<file path="config.mk">
export PLATFORM = sky130hd
export DESIGN_NAME = fib_seq_ctrl
export DESIGN_NICKNAME = d
export VERILOG_FILES = /design/src/rtl/fib_pkg.sv /design/src/rtl/fib_result_fifo.sv /design/src/rtl/fib_seq_ctrl.sv
export SDC_FILE = /design/constraint.sdc
export NUM_CORES = 1
export LEC_CHECK = 0
export ABC_AREA = 1
export CAP_MARGIN = 10
export CORE_MARGIN = 10
export CORE_UTILIZATION = 39
export CTS_CLUSTER_DIAMETER = 50
export CTS_CLUSTER_SIZE = 10
export DETAILED_ROUTE_END_ITERATION = 10
export HOLD_SLACK_MARGIN = 0.1
export PLACE_DENSITY = 0.62
export SKIP_LAST_GASP = 1
export SLEW_MARGIN = 20
export SYNTH_ARGS = -nofsm -noshare
export SYNTH_HDL_FRONTEND = slang
export SYNTH_SLANG_ARGS = --single-unit
</file>
<file path="constraint.sdc">
create_clock -name clk -period 3.7 [get_ports clk]
set_input_delay 0.555 -clock clk [delete_from_list [all_inputs] [get_ports clk]]
set_output_delay 0.555 -clock clk [all_outputs]
set_load 0.03 [all_outputs]
</file>
<file path="src/rtl/fib_pkg.sv">
// Shared types for the Fibonacci sequencer: FSM states, widths and the queued result entry.
package fib_pkg;

    localparam int FIB_N_W   = 6;
    localparam int FIB_VAL_W = 32;

    typedef enum logic [1:0] {
        S_IDLE,
        S_CLEAR,
        S_RUN,
        S_PUSH
    } fib_state_t;

    typedef struct packed {
        logic [FIB_N_W-1:0]   n;
        logic [FIB_VAL_W-1:0] value;
        logic                 err;
    } fib_entry_t;

    localparam int ENTRY_W = $bits(fib_entry_t);

endpackage

</file>
<file path="src/rtl/fib_result_fifo.sv">
// First-word-fall-through result queue; head reads as zero while empty.
module fib_result_fifo
    import fib_pkg::*;
#(
    parameter int DEPTH = 4
) (
    input  logic                     clk,
    input  logic                     rst,
    input  logic                     push,
    input  logic [ENTRY_W-1:0]       push_data,
    input  logic                     pop,
    output logic                     valid,
    output logic [ENTRY_W-1:0]       head,
    output logic [$clog2(DEPTH):0]   count
);

    localparam int PTR_W = $clog2(DEPTH);
    localparam logic [PTR_W:0] FULL_CNT = (PTR_W + 1)'(DEPTH);

    logic [ENTRY_W-1:0] mem [DEPTH];
    logic [PTR_W-1:0]   wr_ptr;
    logic [PTR_W-1:0]   rd_ptr;
    logic               do_push;
    logic               do_pop;

    // A pop on a full queue frees the slot the same-cycle push writes into.
    assign do_pop  = pop && (count != '0);
    assign do_push = push && ((count != FULL_CNT) || do_pop);

    // NOTE: use non-blocking assignments in clocked blocks so every register samples pre-edge values.
    always_ff @(posedge clk) begin
        if (rst) begin
            wr_ptr <= '0;
            rd_ptr <= '0;
            count  <= '0;
        end else begin
            if (do_push) wr_ptr <= wr_ptr + 1'b1;
            if (do_pop)  rd_ptr <= rd_ptr + 1'b1;
            case ({do_push, do_pop})
                2'b10:   count <= count + 1'b1;
                2'b01:   count <= count - 1'b1;
                default: count <= count;
            endcase
        end
    end

    // NOTE: storage is deliberately not reset; the count gates every read, so stale words are never seen.
    always_ff @(posedge clk) begin
        if (do_push) mem[wr_ptr] <= push_data;
    end

    assign valid = (count != '0);
    assign head  = valid ? mem[rd_ptr] : '0;

endmodule

</file>
<file path="src/rtl/fib_seq_ctrl.sv">
// Request sequencer for a downstream Fibonacci core: one job in flight, results queued FWFT.
// Defining FIB_SEQ_TIMEOUT_EN adds a RUN-state abort after TIMEOUT_CYCLES cycles.
module fib_seq_ctrl
    import fib_pkg::*;
#(
    parameter int FIFO_DEPTH     = 4,
    parameter int TIMEOUT_CYCLES = 80
) (
    input  logic                 clk,
    input  logic                 rst,
    input  logic                 req_valid,
    output logic                 req_ready,
    input  logic [FIB_N_W-1:0]   req_n,
    output logic                 core_rst,
    output logic [FIB_N_W-1:0]   core_n,
    input  logic                 core_ready,
    input  logic [FIB_VAL_W-1:0] core_value,
    output logic                 rsp_valid,
    input  logic                 rsp_ready,
    output logic [FIB_VAL_W-1:0] rsp_value,
    output logic [FIB_N_W-1:0]   rsp_n,
    output logic                 rsp_err,
    output logic                 busy
);

    localparam int CNT_W = $clog2(FIFO_DEPTH) + 1;
    localparam logic [CNT_W-1:0] FULL_CNT = CNT_W'(FIFO_DEPTH);

    fib_state_t           state;
    fib_state_t           state_nxt;
    logic [FIB_VAL_W-1:0] cap_value;
    logic [FIB_VAL_W-1:0] cap_value_nxt;
    logic                 cap_err;
    logic                 cap_err_nxt;
    logic [CNT_W-1:0]     fifo_count;
    logic                 req_fire;
    logic                 push;
    fib_entry_t           push_entry;
    fib_entry_t           head_entry;
    logic [ENTRY_W-1:0]   head_bits;

`ifdef FIB_SEQ_TIMEOUT_EN
    localparam int RUN_W = $clog2(TIMEOUT_CYCLES + 1);
    localparam logic [RUN_W-1:0] RUN_LAST = RUN_W'(TIMEOUT_CYCLES - 1);

    logic [RUN_W-1:0] run_cnt;
    logic [RUN_W-1:0] run_cnt_nxt;
`endif

    // Acceptance looks only at registered count, so a same-cycle pop cannot reopen it early.
    assign req_ready = !rst && (state == S_IDLE) && (fifo_count < FULL_CNT);
    assign req_fire  = req_valid && req_ready;
    assign core_rst  = rst || (state == S_CLEAR);
    assign busy      = (state != S_IDLE);

    always_ff @(posedge clk) begin
        if (rst) begin
            state     <= S_IDLE;
            core_n    <= '0;
            cap_value <= '0;
            cap_err   <= 1'b0;
`ifdef FIB_SEQ_TIMEOUT_EN
            run_cnt   <= '0;
`endif
        end else begin
            state     <= state_nxt;
            cap_value <= cap_value_nxt;
            cap_err   <= cap_err_nxt;
`ifdef FIB_SEQ_TIMEOUT_EN
            run_cnt   <= run_cnt_nxt;
`endif
            if (req_fire) core_n <= req_n;
        end
    end

    // NOTE: every output of this block gets a default first, so no path leaves a latch behind.
    always_comb begin
        state_nxt     = state;
        cap_value_nxt = cap_value;
        cap_err_nxt   = cap_err;
        push          = 1'b0;
`ifdef FIB_SEQ_TIMEOUT_EN
        run_cnt_nxt   = run_cnt;
`endif
        case (state)
            S_IDLE: begin
                if (req_fire) state_nxt = S_CLEAR;
            end
            S_CLEAR: begin
                cap_value_nxt = '0;
                cap_err_nxt   = 1'b0;
`ifdef FIB_SEQ_TIMEOUT_EN
                run_cnt_nxt   = '0;
`endif
                state_nxt     = S_RUN;
            end
            S_RUN: begin
                if (core_ready) begin
                    cap_value_nxt = core_value;
                    state_nxt     = S_PUSH;
`ifdef FIB_SEQ_TIMEOUT_EN
                end else if (run_cnt == RUN_LAST) begin
                    cap_value_nxt = '0;
                    cap_err_nxt   = 1'b1;
                    state_nxt     = S_PUSH;
                end else begin
                    run_cnt_nxt   = run_cnt + 1'b1;
`endif
                end
            end
            S_PUSH: begin
                push      = 1'b1;
                state_nxt = S_IDLE;
            end
            default: state_nxt = S_IDLE;
        endcase
    end

    assign push_entry = '{n: core_n, value: cap_value, err: cap_err};

    fib_result_fifo #(
        .DEPTH(FIFO_DEPTH)
    ) u_fifo (
        .clk      (clk),
        .rst      (rst),
        .push     (push),
        .push_data(push_entry),
        .pop      (rsp_ready),
        .valid    (rsp_valid),
        .head     (head_bits),
        .count    (fifo_count)
    );

    assign head_entry = head_bits;
    assign rsp_value  = head_entry.value;
    assign rsp_n      = head_entry.n;

`ifdef FIB_SEQ_TIMEOUT_EN
    assign rsp_err = head_entry.err;
`else
    logic head_err_unused;
    assign head_err_unused = head_entry.err;
    assign rsp_err         = 1'b0;
`endif

endmodule

</file>
==> results of run 1 <==
sequential cells by signal (all words and copies together), names as in the netlist, named ones only:
register       count
u_fifo.rd_ptr      2
cap_value         32
state              2
core_n             6
u_fifo.mem       152
u_fifo.count       3
u_fifo.wr_ptr      2
logic make-up after synthesis:
| group | Yosys count | share of synthesized area, % |
|---|---|---|
| AND/OR/NAND/NOR | 251 | 13.1 |
| flip-flops | 201 | 69.0 |
| AO/OA/AOI/OAI | 174 | 10.8 |
| buffers and inverters | 72 | 5.05 |
| adder cells (fa/ha/maj) | 11 | 1.81 |
| XOR/XNOR | 1 | 0.109 |
| other | 1 | 0.0467 |
cell type report:
type                       instances  area (um2)
inverter                          23        88.8
clock inverter                     1        8.76
timing repair buffer             100        1000
sequential                       201        5550
multi-input combinational        438        2120
fill                            1828       10400
tap                              270         338
clock buffer                      40         682
synth_stat cells, drive strengths merged:
master	n	share of area, %
a21oi	86	5.4
o21ai	88	5.5
edfxtp	152	57
nand3	66	4.1
clkbuf	17	0.83
xor2	1	0.11
inv	23	1.1
or2	2	0.16
conb	1	0.047
nor2	167	7.8
fa	1	0.25
dfxtp	49	12
nand2	14	0.72
nor3	1	0.20
ha	10	1.6
buf	32	3.1
nand4	1	0.16
what timing repair did:
item | in CTS | in global routing
resized for setup | 1 | 1
setup buffers | 0 | 0
setup endpoints to repair | 38 | 17
metrics by stage:
step                      cells  instance area [um2]  utilization (%)  power (mW)
after detailed placement   1032                 9090             44.9        4.94
after global placement     1032                 9090             44.9        4.92
after global routing       1073                 9790             48.4        7.31
after CTS                  1073                 9790             48.4        7.03
after floorplan             711                 8040                -        4.19
final                      1073                 9790             48.4        6.94
report_power, final:
group,internal (mW),leakage [nW],switching (mW)
Combinational,0.720,1.18,1.36
Clock,1.24,0.330,0.828
Sequential,2.62,1.82,0.165
Total,4.58,3.33,2.36
metal layers:
| layer | routed length [um] | GRT usage [%] | vias to the layer above |
|---|---|---|---|
| met4 | 267 | 3.78 | 0 |
| met3 | 921 | 3.05 | 24 |
| met1 | 8380 | 16.9 | 2589 |
| met2 | 9210 | 23.4 | 97 |
| li1 | - | - | 2642 |
| met5 | 0 | 0 | - |
final timing paths:
check	slack (ns)	depth (start not counted)	start	end
min reg2reg	0.48	1	u_fifo.count[0]	u_fifo.count[0]
min	0.48	1	u_fifo.count[0]	u_fifo.count[0]
max reg2reg	1.64	11	u_fifo.count[2]	u_fifo.count[2]
max	0.22	5	flip-flop	rsp_value[2]
==> results.md, run 1 <==
- Number of clock sinks: 201
- Achievable clock frequency: around 290 MHz
- Final period util: between 90% and 100%
- Overall track demand over capacity in global routing: 13.6%
- HPWL after DPL: roughly 11,000 um
- RSZ-0062 raised after global routing: no
- Count of unresolved DRC violations after routing: 0
- Total power divided by cell area: slightly above 700 mW/mm2
- Die extent in x: between 150 and 200 um
- Iteration-0 DRC count of the detailed router: 310
- Layout cell share with drive strength beyond 1: between 6 and 7%
- Clock tree root driver cell: sky130_fd_sc_hd__clkbuf_16
- Syn Area/Cell: between 10 and 15 um2
- Number of different library cells in the post-synthesis netlist: 25
- Initial core utilization: between 30% and 40%
- Antenna Cells: 0
- Wire length per cell: roughly 17 um
- Data required time at the worst endpoint: between 3 and 4 ns
- Average vias per placed instance: ~5
- Kind of end point of the critical path: output port
- Critical path start-end classification: flip-flop to output port
- Placement-stage worst setup slack: ~0.29 ns
- Result of the run: completed
- Final Routed Wirelength: between 15,000 and 20,000 um
- Core Area: 0.0202 mm2
- Maximum number of pins on one net before global-route repair: 77
- Final net count: 842
- Total clock buffers created by CTS: 24
- Clock-pin slew on the worst setup and hold paths: about 0.050 ns
- Overflow left after global routing: 0
- CP arrival: about 2.9 ns
- Largest clock skew in the final design: 0.0114 ns
- Worst hold margin: roughly 0.48 ns
- Vias in the first global route: about 5,400
- Number of failing setup endpoints in the final timing report: 0
- Nets in the synthesized netlist: between 700 and 800
- Bufs on Longest Clock Path: 3
- Overall die area: between 0.02 and 0.03 mm2
- Most used cells in the layout excluding fill and tap cells: sky130_fd_sc_hd__nor2_1, sky130_fd_sc_hd__edfxtp_1, sky130_fd_sc_hd__clkdlybuf4s50_1
- Hold violation total from the final report: 0
- Synthesized instance count: 711
- Worst-case vdd ir drop: approximately 0.29 mV
- Slowest stage cell, crit path: sky130_fd_sc_hd__clkdlybuf4s50_1
- Max Fanout on Critical Path: 39
- Max_cap viols: 0
- DIE HEIGHT: roughly 160 um
- First-pass GRT wire length: ~30,000 um
- Setup WS post-layout: roughly 0.22 ns
- Portion of the post-synthesis area used by sequential elements: between 60 and 70%
- Site Rows: 52
- Initial antenna violation count: 0
- Post-Syn Area: between 0.008 and 0.009 mm2
- Area Overhead vs Synth: 21.8%
- Count of warnings emitted by yosys: 0
- Startpoint type of the worst setup path: flip-flop
- Antenna Nets Post-Route: 0
- Number of hold-repair buffers added at the cts stage: 0
- Total negative setup slack: 0 ns
- Family with the most delay on the worst path: buffers and inverters
- TritonCTS clock tree: yes
- Final max-slew violation count: 0
- Post-synthesis sequential element count: 201
- Number of H-tree levels: 1
- Relative max-transition margin: 45.1%
- # IOs: 92
- Leading cell type in the layout, fill and taps excluded: sky130_fd_sc_hd__nor2_1
- P_leak: ~3.3 nW
- Via count: approximately 5,400
- Skew-Pair Late Insertion Delay: about 0.51 ns
- Minimum clock period: roughly 3.5 ns
- Type of the worst min-delay path: flip-flop to flip-flop
- Cell Chain, Critical Path: inv_2, nor2_1, o21ai_1, a21oi_1, clkdlybuf4s50_1
- Final weighted congestion in routability-driven placement: approximately 0.73
- Port Buffer Count: 90
- Number of detailed-route iterations in the first pass: 4
- CP Buf/Inv Count: 2
- Actual slew at the worst max-slew pin: around 0.82 ns
- Maximum cell stage delay along the critical path: roughly 0.74 ns
Power figures use the tool's default switching activity.
==> run 2: changes to the inputs <==
Settings changed: CAP_MARGIN 10 to 5.
Clock period 3.7 ns to 4.45 ns, I/O delays scaled along.
==> results.md, run 2 (synthesis results as in run 1) <==
- Final net count: 843 (was 842)
- Max Fanout on Critical Path: 39 (unchanged)
- Final Routed Wirelength: 19,200 um (was 18,800 um)
- Number of buffers inserted by post-CTS setup repair: 0 (unchanged)
- Startpoint type of the worst setup path: flip-flop (unchanged)
- CTS-repair resized insts: 0 (was 1)
- Maximum number of pins on one net before global-route repair: 77 (unchanged)
- DIE HEIGHT: 164 um (unchanged)
- Antenna Nets Post-Route: 0 (unchanged)
- Number of clock sinks: 201 (unchanged)
- Worst-case vdd ir drop: 0.285 mV (was 0.288 mV)
- Worst path depth: 5 (unchanged)
- Antenna Cells: 0 (unchanged)
- Leading cell type in the layout, fill and taps excluded: sky130_fd_sc_hd__nor2_1 (unchanged)
- Iteration-0 DRC count of the detailed router: 316 (was 310)
- Area Overhead vs Synth: 22.5% (was 21.8%)
- Average vias per placed instance: 4.99 (about the same)
- Site Rows: 52 (unchanged)
- Number of detailed-route iterations in the first pass: 5 (was 4)
- Kind of end point of the critical path: output port (unchanged)
- Cell depth of the worst flop-to-flop path: 4 (was 11)
- Core Area: 0.0202 mm2 (unchanged)
- HPWL after DPL: 11,000 um (about the same)
- Bufs on Longest Clock Path: 3 (unchanged)
- Layout cell share with drive strength beyond 1: 7.59% (was 6.97%)
- RSZ-0062 raised after global routing: no (unchanged)
- Die extent in x: 164 um (unchanged)
- Final core utilization: 48.6% (was 48.4%)
- CP arrival: 3.27 ns (was 2.93 ns)
- Final max-slew violation count: 0 (unchanged)
- R2R Path End: u_fifo.mem[2][28] (was u_fifo.count[2])
- P_int: 3.95 mW (was 4.58 mW)
- Most used cells in the layout excluding fill and tap cells: sky130_fd_sc_hd__nor2_1, sky130_fd_sc_hd__edfxtp_1, sky130_fd_sc_hd__clkdlybuf4s50_1 (unchanged)
- Skew-Pair Late Insertion Delay: 0.52 ns (was 0.51 ns)
- Initial core utilization: 39.7% (unchanged)
- Result of the run: completed (unchanged)
- Slowest stage cell, crit path: sky130_fd_sc_hd__dfxtp_2 (was sky130_fd_sc_hd__clkdlybuf4s50_1)
- Relative max-transition margin: 39.2% (was 45.1%)
- Part of the power in registers: 38.4% (was 40.1%)
- Minimum clock period: between 3 and 4 ns
- Port Buffer Count: 90 (unchanged)
- Type of the worst min-delay path: flip-flop to flip-flop (unchanged)
- Achievable clock frequency: 254 MHz
- Total negative setup slack: 0 ns (unchanged)
- Actual slew at the worst max-slew pin: 0.912 ns (was 0.823 ns)
- Post-Place Cells: 1,032 (unchanged)
- Critical path start-end classification: flip-flop to output port (unchanged)
- Filler-free cell count of the finished design: 1,074 (was 1,073)
- R2r setup slk: 2.28 ns (was 1.64 ns)
- Total net switching power: 2.01 mW (was 2.36 mW)
- Register ranked first by flip-flop count: u_fifo.mem (unchanged)
- Number of flip-flops under the largest register name: 152 (unchanged)
- Logic gate share of total power: 29.3% (was 30.0%)
- Count of unresolved DRC violations after routing: 0 (unchanged)
- Clock network fraction of design power: 32.3% (was 29.9%)
- CP Buf/Inv Count: 2 (unchanged)
- First-pass GRT wire length: 29,300 um (about the same)
- Wire length per cell: 17.9 um (was 17.5 um)
- Layout fillers: 1,858 (was 1,828)
- Worst Setup EP: rsp_n[3] (was rsp_value[2])
- Vias in the first global route: 5,245 (was 5,394)
- Final period util: between 80% and 90%
- Largest regs: u_fifo.mem (152), cap_value (32), core_n (6) (unchanged)
- Total clock buffers created by CTS: 25 (was 24)
- Largest clock skew in the final design: 0.0175 ns (was 0.0114 ns)
- Data required time at the worst endpoint: 3.78 ns (was 3.14 ns)
- Hold violation total from the final report: 0 (unchanged)
- Clock-pin slew on the worst setup and hold paths: 0.05 ns (about the same)
- P_leak: 3.37 nW (was 3.33 nW)
- Family with the most delay on the worst path: buffers and inverters (unchanged)
- Max_cap viols: 0 (unchanged)
- Final weighted congestion in routability-driven placement: 0.708 (was 0.731)
- # IOs: 92 (unchanged)
- Overall die area: 0.0267 mm2 (unchanged)
- Total power divided by cell area: 606 mW/mm2 (was 709 mW/mm2)
- Clock tree root driver cell: sky130_fd_sc_hd__clkbuf_16 (unchanged)
- Maximum cell stage delay along the critical path: 0.92 ns (was 0.74 ns)
- Number of failing setup endpoints in the final timing report: 0 (unchanged)
- Via count: 5,357 (was 5,352)
- Switching Fraction: 33.8% (was 34.0%)
- Number of hold-repair buffers added at the cts stage: 0 (unchanged)
- Cell Chain, Critical Path: inv_2, nor2_1, o21ai_0, a21oi_1, clkdlybuf4s50_1 (was inv_2, nor2_1, o21ai_1, a21oi_1, clkdlybuf4s50_1)
- Number of H-tree levels: 1 (unchanged)
- Initial antenna violation count: 0 (unchanged)
- Overall track demand over capacity in global routing: 13.8% (was 13.6%)
- TritonCTS clock tree: yes (unchanged)
- R2r startpoint: state[1] (was u_fifo.count[2])
- Overflow left after global routing: 0 (unchanged)
[run 2: how the worst min path moves through the flow]
stage / startpoint / depth (start not counted) / endpoint / slack (ns)
3_3_place_gp: u_fifo.count[0] / 1 / u_fifo.count[0] / 0.46
3_5_place_dp: u_fifo.rd_ptr[1] / 2 / flip-flop / 0.48
4_1_cts: cap_value[31] / 0 / u_fifo.mem[0][31] / 0.49
5_1_grt: cap_value[31] / 0 / u_fifo.mem[0][31] / 0.50
2_1_floorplan: u_fifo.count[0] / 1 / u_fifo.count[0] / 0.44
6_report: u_fifo.rd_ptr[1] / 2 / flip-flop / 0.49
[run 2: worst register-to-register path: stages (launching register included)]
cell,delay (ns)
sky130_fd_sc_hd__dfxtp_1,0.38
sky130_fd_sc_hd__ha_1,0.19
sky130_fd_sc_hd__nand2_2,0.19
sky130_fd_sc_hd__nor2_4,0.69
sky130_fd_sc_hd__buf_4,0.40
[run 2: cell type report]
type                            count  area [um2]  share of cell area [%]
Timing Repair Buffer              100         966                    9.82
Multi-Input combinational cell    438        2120                    21.5
Inverter                           23        88.8                   0.903
Sequential cell                   201        5550                    56.4
Clock inverter                      4        88.8                   0.903
Clock buffer                       38         694                    7.06
Tap cell                          270         338                    3.43
[run 2: per-layer routing]
metal | up-vias | routed length, um | GRT usage, %
li1 | 2646 | - | -
met1 | 2552 | 8260 | 17.6
met2 | 138 | 9590 | 23.6
met3 | 21 | 1110 | 2.84
met4 | 0 | 213 | 3.49
met5 | - | 0 | 0
[run 2: metrics by stage]
step / power [mW] / hold slack (ns) / cell area (um2) / setup slack, ns
5_1_grt: 6.25 / 0.495 / 9840 / 0.208
3_3_place_gp: 4.10 / 0.461 / 9060 / 0.949
4_1_cts: 6.03 / 0.485 / 9840 / 0.400
6_report: 5.97 / 0.490 / 9840 / 0.513
2_1_floorplan: 3.48 / 0.444 / 8040 / 1.55
3_5_place_dp: 4.11 / 0.485 / 9060 / 0.952
[run 2: power by group through the flow]
stage | sequential [mW] | combinational, mW | clock, mW
final | 2.29 | 1.75 | 1.93
after global routing | 2.31 | 1.90 | 2.04
after detailed placement | 2.33 | 1.78 | 0
after global placement | 2.33 | 1.77 | 0
after floorplan | 2.30 | 1.19 | 0
after CTS | 2.30 | 1.78 | 1.95
==> run 3: changes to the inputs <==
Clock period 4.45 ns to 4.91 ns, I/O delays scaled along.
==> results.md, run 3 (synthesis results as in run 1) <==
- Result of the run: completed (unchanged)
- R2r setup slk: 2.67 ns (was 2.28 ns)
- Slowest stage cell, crit path: sky130_fd_sc_hd__dfxtp_2 (unchanged)
- Overall die area: 0.0267 mm2 (unchanged)
- Overflow left after global routing: 0 (unchanged)
- Final Power: 5.29 mW (was 5.97 mW)
- Hold violation total from the final report: 0 (unchanged)
- Port Buffer Count: 90 (unchanged)
- Final period util: approximately four fifths
- Skew-Pair Late Insertion Delay: 0.50 ns (was 0.52 ns)
- # IOs: 92 (unchanged)
- Data required time at the worst endpoint: 4.17 ns (was 3.78 ns)
- Final weighted congestion in routability-driven placement: 0.728 (was 0.708)
- Minimum clock period: slightly above 4 ns
- Count of unresolved DRC violations after routing: 0 (unchanged)
- Final core utilization: 48.3% (was 48.6%)
- Maximum number of pins on one net before global-route repair: 77 (unchanged)
- Number of detailed-route iterations in the first pass: 5 (unchanged)
- Max_cap viols: 0 (unchanged)
- RSZ-0062 raised after global routing: no (unchanged)
- Iteration-0 DRC count of the detailed router: 338 (was 316)
- Via count: 5,324 (was 5,357)
- Final max-slew violation count: 0 (unchanged)
- Final Routed Wirelength: 18,600 um (was 19,200 um)
- Area Overhead vs Synth: 21.5% (was 22.5%)
- Start point of the worst min-delay path: u_fifo.count[0] (was u_fifo.rd_ptr[1])
- Largest clock skew in the final design: 0.00895 ns (was 0.0175 ns)
- Leading cell type in the layout, fill and taps excluded: sky130_fd_sc_hd__nor2_1 (unchanged)
- Clock-pin slew on the worst setup and hold paths: 0.05 ns (about the same)
- Actual slew at the worst max-slew pin: 0.927 ns (was 0.912 ns)
- Antenna Nets Post-Route: 0 (unchanged)
- Total power divided by cell area: 541 mW/mm2 (was 606 mW/mm2)
- Startpoint type of the worst setup path: flip-flop (unchanged)
- Number of flip-flops under the largest register name: 152 (unchanged)
- Wire length per cell: 17.3 um (was 17.9 um)
- Type of the worst min-delay path: flip-flop to flip-flop (unchanged)
- Filler-free cell count of the finished design: 1,073 (was 1,074)
- Worst hold margin: 0.473 ns (was 0.490 ns)
- TritonCTS clock tree: yes (unchanged)
- Average vias per placed instance: 4.96 (was 4.99)
- Cell Chain, Critical Path: inv_2, nor2_1, o21ai_1, a21oi_1, clkdlybuf4s50_1 (was inv_2, nor2_1, o21ai_0, a21oi_1, clkdlybuf4s50_1)
- Final cell area excluding filler cells: 0.00977 mm2 (was 0.00984 mm2)
- Placed inst area: 0.00903 mm2 (was 0.00906 mm2)
- Site Rows: 52 (unchanged)
- Layout cell share with drive strength beyond 1: 6.97% (was 7.59%)
- CTS-repair resized insts: 0 (unchanged)
- Max Fanout on Critical Path: 39 (unchanged)
- Cell depth of the worst flop-to-flop path: 4 (unchanged)
- Relative max-transition margin: 38.1% (was 39.2%)
- Overall track demand over capacity in global routing: 13.5% (was 13.8%)
- Post-Place Cells: 1,029 (was 1,032)
- R2r startpoint: state[1] (unchanged)
- Number of H-tree levels: 1 (unchanged)
- R2R Path End: u_fifo.mem[1][25] (was u_fifo.mem[2][28])
- Achievable clock frequency: 248 MHz
- Kind of end point of the critical path: output port (unchanged)
- Critical path start-end classification: flip-flop to output port (unchanged)
- Initial core utilization: 39.7% (unchanged)
- Worst-case vdd ir drop: 0.249 mV (was 0.285 mV)
- Most used cells in the layout excluding fill and tap cells: sky130_fd_sc_hd__nor2_1, sky130_fd_sc_hd__edfxtp_1, sky130_fd_sc_hd__clkdlybuf4s50_1 (unchanged)
- Number of clock sinks: 201 (unchanged)
- Maximum cell stage delay along the critical path: 0.92 ns (about the same)
- Number of failing setup endpoints in the final timing report: 0 (unchanged)
- Number of buffers inserted by post-CTS setup repair: 0 (unchanged)
- Number of hold-repair buffers added at the cts stage: 0 (unchanged)
- HPWL after DPL: 10,900 um (was 11,000 um)
- CP arrival: 3.29 ns (was 3.27 ns)
- Setup WS post-layout: 0.885 ns (was 0.513 ns)
- Vias in the first global route: 5,418 (was 5,245)
- Worst hold path cell count: 1 (was 2)
- Hold-critical path endpoint: u_fifo.count[0]
- Final net count: 840 (was 843)
- Core Area: 0.0202 mm2 (unchanged)
- Total clock buffers created by CTS: 25 (unchanged)
- DIE HEIGHT: 164 um (unchanged)
- Placement-stage worst setup slack: 1.36 ns (was 0.952 ns)
- Clock tree root driver cell: sky130_fd_sc_hd__clkbuf_16 (unchanged)
- Total negative setup slack: 0 ns (unchanged)
- First-pass GRT wire length: 29,000 um (was 29,300 um)
- Antenna Cells: 0 (unchanged)
- Bufs on Longest Clock Path: 3 (unchanged)
- Largest regs: u_fifo.mem (152), cap_value (32), core_n (6) (unchanged)
- Die extent in x: 164 um (unchanged)
- P_leak: 3.32 nW (was 3.37 nW)
- Initial antenna violation count: 0 (unchanged)
- Register ranked first by flip-flop count: u_fifo.mem (unchanged)
==> run 3: cell count changes in the layout (fill, tap and decap cells not counted) <==
cell / change
sky130_fd_sc_hd__buf_4: -3
sky130_fd_sc_hd__clkbuf_1: +3
sky130_fd_sc_hd__clkbuf_8: -2
sky130_fd_sc_hd__clkinv_2: +2
sky130_fd_sc_hd__bufinv_16: -1
sky130_fd_sc_hd__clkinv_1: +1
sky130_fd_sc_hd__inv_16: -1
==> run 3: final cells by class <==
| class | instances | area, um2 |
|---|---|---|
| clock buffers | 39 | 678 |
| well taps | 270 | 338 |
| clock inverters | 5 | 52.6 |
| inverters | 23 | 88.8 |
| flip-flops and latches | 201 | 5550 |
| repair buffers | 97 | 943 |
| multi-input cells | 438 | 2120 |
| fillers | 1841 | 10500 |
==> run 3: report_power, final <==
part | switching (mW) | internal, mW
sequential | 0.116 | 1.97
combinational | 1.03 | 0.527
clock | 0.641 | 0.994
==> run 3: layer usage <==
layer	vias to the layer above	part of all wire, %	global-route usage (%)
li1	2640	-	-
met1	2532	43	16.4
met2	121	50	23.8
met3	31	5.0	2.79
met4	0	2.0	3.41
met5	-	0	0
==> run 3: how the worst max path moves through the flow <==
| stage | from | endpoint | slack [ns] | depth (start not counted) |
|---|---|---|---|---|
| floorplan | rsp_ready | u_fifo.mem[0][0] | 1.94 | 4 |
| global placement | flip-flop | rsp_value[15] | 1.38 | 5 |
| detailed placement | flip-flop | rsp_value[15] | 1.36 | 5 |
| CTS | flip-flop | rsp_n[3] | 0.84 | 5 |
| global route | flip-flop | rsp_value[5] | 0.67 | 5 |
| finish | flip-flop | rsp_value[15] | 0.89 | 5 |
==> run 3: critical path, delay by kind of cell, from the launching register on <==
kind | cells | cell delay, ns
buf+inv | 2 | 1.30
flops | 1 | 0.92
simple gates | 1 | 0.20
compound gates | 2 | 0.35
